`src/rtl/inst_fetch.sv`:
```
// Instruction fetch stage: owns the PC, fetches from instruction memory over a
// req/ack handshake, holds the fetched word for decode, and picks the next PC
// from the Jump/Branch decodes and the ALU Zero flag when the instruction retires.
module inst_fetch #(
  parameter logic [31:0] RESET_PC = 32'h0000_0000
) (
  input  logic        clk,
  input  logic        rst,
  output logic        imem_req,
  output logic [31:0] imem_addr,
  input  logic        imem_ack,
  input  logic [31:0] imem_rdata,
  input  logic        stall,
  input  logic        Jump,
  input  logic        Branch,
  input  logic        Zero,
  output logic [31:0] instr,
  output logic [5:0]  Opcode,
  output logic        instr_valid,
  output logic [31:0] pc,
  output logic [31:0] pc_plus4
);

  typedef enum logic [1:0] {
    BOOT = 2'd0,
    REQ  = 2'd1,
    HOLD = 2'd2
  } state_t;

  // Word alignment is enforced on the reset value so pc[1:0] is never nonzero.
  localparam logic [31:0] RESET_PC_ALIGNED = {RESET_PC[31:2], 2'b00};

  state_t      state;
  state_t      state_next;
  logic        fetch_done;
  logic        retire;
  logic [31:0] branch_offset;
  logic [31:0] jump_target;
  logic [31:0] branch_target;
  logic [31:0] next_pc;

  // State register; reset forces BOOT at once so req/valid drop without a clock edge.
  always_ff @(posedge clk or posedge rst) begin
    if (rst) begin
      state <= BOOT;
    end else begin
      state <= state_next;
    end
  end

  // Next-state and handshake outputs; acks outside REQ never complete a fetch.
  always_comb begin
    state_next  = state;
    imem_req    = 1'b0;
    instr_valid = 1'b0;
    fetch_done  = 1'b0;
    retire      = 1'b0;
    case (state)
      BOOT: begin
        state_next = REQ;
      end
      REQ: begin
        imem_req = 1'b1;
        if (imem_ack) begin
          fetch_done = 1'b1;
          state_next = HOLD;
        end
      end
      HOLD: begin
        instr_valid = 1'b1;
        if (!stall) begin
          retire     = 1'b1;
          state_next = REQ;
        end
      end
      default: begin
        state_next = BOOT;
      end
    endcase
  end

  // Next PC: Jump wins over Branch (Branch may be X for J), taken branch needs Zero.
  always_comb begin
    branch_offset = {{14{instr[15]}}, instr[15:0], 2'b00};
    jump_target   = {pc_plus4[31:28], instr[25:0], 2'b00};
    branch_target = pc_plus4 + branch_offset;
    next_pc       = pc_plus4;
    if (Jump) begin
      next_pc = jump_target;
    end else if (Branch && Zero) begin
      next_pc = branch_target;
    end
  end

  // Instruction register: loads only on an accepted ack and survives retire.
  always_ff @(posedge clk or posedge rst) begin
    if (rst) begin
      instr <= 32'h0000_0000;
    end else if (fetch_done) begin
      instr <= imem_rdata;
    end
  end

  // Program counter: only the retire edge moves it, so decode inputs elsewhere are ignored.
  always_ff @(posedge clk or posedge rst) begin
    if (rst) begin
      pc <= RESET_PC_ALIGNED;
    end else if (retire) begin
      pc <= next_pc;
    end
  end

  assign pc_plus4  = pc + 32'd4;
  assign imem_addr = pc;
  assign Opcode    = instr[31:26];

endmodule

```
`config.mk`:
```
export PLATFORM = sky130hd
export DESIGN_NAME = inst_fetch
export DESIGN_NICKNAME = d
export VERILOG_FILES = /design/src/rtl/inst_fetch.sv
export SDC_FILE = /design/constraint.sdc
export NUM_CORES = 1
export LEC_CHECK = 0
export CORE_ASPECT_RATIO = 1.2
export CORE_UTILIZATION = 43
export CTS_CLUSTER_SIZE = 10
export DETAILED_ROUTE_END_ITERATION = 6
export GPL_TIMING_DRIVEN = 0
export PLACE_DENSITY = 0.85
export SYNTH_ARGS = -nofsm -noshare
export SYNTH_HDL_FRONTEND = slang
export SYNTH_SLANG_ARGS = --single-unit
```
`constraint.sdc`:
```
create_clock -name clk -period 3.6 [get_ports clk]
set_clock_uncertainty 0.15 [all_clocks]
set_input_delay 1.08 -clock clk [delete_from_list [all_inputs] [get_ports clk]]
set_output_delay 1.08 -clock clk [all_outputs]
set_load 0.05 [all_outputs]
```
==> results.json <==
{
  "fin_crit_ps": 3850,
  "dpl.hpwl_um": 14200,
  "hold_depth": 1,
  "antenna_found_initial": 0,
  "cts_buffers": 9,
  "final_cells": 1037,
  "reg2reg_slack_ps": -250,
  "slowest_stage": "dfrtp_2",
  "grt_overflow": 0,
  "r2r_start": "imem_addr[3]",
  "ys_ff_latch": 64,
  "drc": 0,
  "initial_utilization_pct": 44.4,
  "layout_commonest_cell": "clkdlybuf4s50_1",
  "dr.pass1.iters": 6,
  "hold_viol": 0,
  "worst_pin_slew_ps": 855,
  "dr.max_layer_used": "met4",
  "syn_area_per_cell_sq_um": 8.61,
  "dieWidth_um": 104,
  "synth_edf_count": 0,
  "synth_seq_area_share_pct": 29.7,
  "grt_first_pass_wirelength_um": 31900,
  "wl_met1_um": 7880,
  "dr_total_vias": 6114,
  "wl_um": 20700,
  "cp_max_fo": 4,
  "crit_path_cell_trace": "ha_4 -> nand4_1 -> nor2_4 -> and3_4 -> nand4_1 -> xnor2_4 -> ha_4 -> a21oi_4 -> o21ai_4 -> a211oi_2 -> o211ai_1 -> a21o_1 -> xor2_2 -> o221ai_1 -> o21ai_0",
  "cts_tree": "done",
  "ant_nets": 0,
  "grt_pass1_vias": 6058,
  "drtIter0Drc": 445,
  "grt_max_degree": 43,
  "avgViaCountPerCell": 5.90,
  "synth_ff_type": "dfrtp_1",
  "fin_crit_sh_pct": 107,
  "cts-root-buf": "clkbuf_16",
  "relSlewSlack_pct": 43.0,
  "startpoint_type": "flip-flop",
  "holdCritPathClass": "flip-flop to flip-flop",
  "clk_latency_ps": 350,
  "final_cell_mix": "clkdlybuf4s50_1 (143), buf_4 (100), nand2_1 (60), dfrtp_1 (46), nor2_1 (39)",
  "timing_worst_setup_path_type": "flip-flop to flip-flop",
  "die_h_um": 125,
  "layout_setup_ws_ps": -250,
  "dr_wl_met3_um": 1480,
  "num-fill-cells": 829,
  "ios": 175,
  "synth_cells": 627,
  "cts_buffer_depth": 2,
  "grt_setup_unrepaired": "true",
  "cts-htree-levels": 3,
  "antenna_cells": 0,
  "holdBufCountCts": 0,
  "synth_warnings": 0,
  "synth_async_sr_flop_share_pct": 100,
  "avgRoutedWirePerCell_um": 20.0,
  "r2r_cells": 15,
  "dieArea_sq_um": 13000,
  "max_freq_mhz": 260,
  "io_buffers": 167,
  "area.growth.synth_to_final_pct": 67.6,
  "r2r_end": "imem_addr[27]",
  "crit_path_max_incr_delay_ps": 400,
  "numClockSinks": 64,
  "crit_arrival_ps": 3890,
  "dp.cells": 961,
  "critPathCaptureType": "flip-flop",
  "setup_viol": 23,
  "ys_types": 64,
  "rows": 44,
  "nNetsFinal": 947,
  "gp_congestion": 0.922,
  "holdPathEnd": "instr[31]",
  "status": "finished, violations left",
  "grt_usage_pct": 31.2,
  "syn_area_sq_um": 5400,
  "cp_data_required_time_ps": 3640,
  "dr_wl_met2_um": 10600,
  "min-delay-start": "instr[31]",
  "max_cap_violations": 0,
  "drive_gt1_share_pct": 34.9,
  "clk_pin_slew_ps": 60,
  "core_sq_um": 12200,
  "violations": "negative setup slack",
  "slew_violations": 0
}
-- layer usage --
metal  vias up  track usage, %
met5         -               0
met4         0            15.3
met3        60            4.71
met2       325            54.4
met1      3008            37.0
li1       2721               -
-- cells by family after synthesis --
kind of cell    after synthesis  synth area share (%)
other cells                   1                0.0695
fa+ha+maj                    37                  8.72
buf+inv                      72                  8.51
compound gates              173                  20.7
simple gates                197                  17.3
flops                        64                  29.7
xor+xnor                     49                  7.95
mux                          34                  7.05
-- cell type report --
cell class	count	area [sq um]	area share, %
inverters	8	30.0	0.332
clock buffers	10	239	2.64
multi-input cells	496	4280	47.3
flip-flops and latches	64	1620	18.0
repair buffers	230	2170	23.9
plain buffers	62	419	4.63
well taps	161	201	2.23
clock inverters	6	90.1	0.996
-- how the worst max path moves through the flow --
stage / cells past startpoint / slack (ps) / to / start
floorplan: 16 / -300 / imem_addr[31] / imem_addr[2]
global placement: 8 / -670 / pc_plus4[26] / imem_addr[2]
detailed placement: 8 / -690 / pc_plus4[26] / imem_addr[3]
CTS: 17 / -190 / imem_addr[31] / imem_addr[2]
global route: 15 / -420 / imem_addr[27] / imem_addr[3]
finish: 15 / -250 / imem_addr[27] / imem_addr[3]
-- through the flow --
stage	setup slack [ps]	cell area (sq um)	hold slack (ps)	setup TNS (ps)	utilization [%]
floorplan	-296	5980	322	-2290	-
global placement	-667	7850	340	-37880	64.5
detailed placement	-687	7870	368	-11280	64.7
CTS	-185	8700	379	-1040	71.5
global route	-418	9050	405	-4350	74.4
finish	-250	9050	384	-2250	74.4
-- cell usage after synthesis (all sizes together) (15+ instances only) --
cell	instances	area [sq um]
xnor2	29	254
buf	49	365
nand3	23	115
a21o	20	153
nand2	65	244
and3	15	95.1
a21oi	44	224
xor2	20	175
mux2	32	360
dfrtp	64	1600
ha	36	450
o21ai	48	240
nor2	47	179
-- registers in the layout, summed over array words and instances, names as in the netlist --
register,count
imem_addr,30
instr,32
state,2
-- worst max-delay path: cells and delay by family (launching register included) --
kind	cells	cell delay (ps)
adders and majority gates	2	400
AOI/OAI and AO/OA	7	1360
xor gates and xnor gates	2	470
DFF	1	400
and+or+nand+nor	4	900
-- what timing repair did --
item                       CTS  global route
gates resized for setup    138            72
setup endpoints to repair   40            36
hold endpoints to repair     0             0
buffers inserted            36            27
pin swaps                   37            45
Power is not shown: default switching activity piles up to over one toggle a cycle in this logic, so the estimate is an artifact.
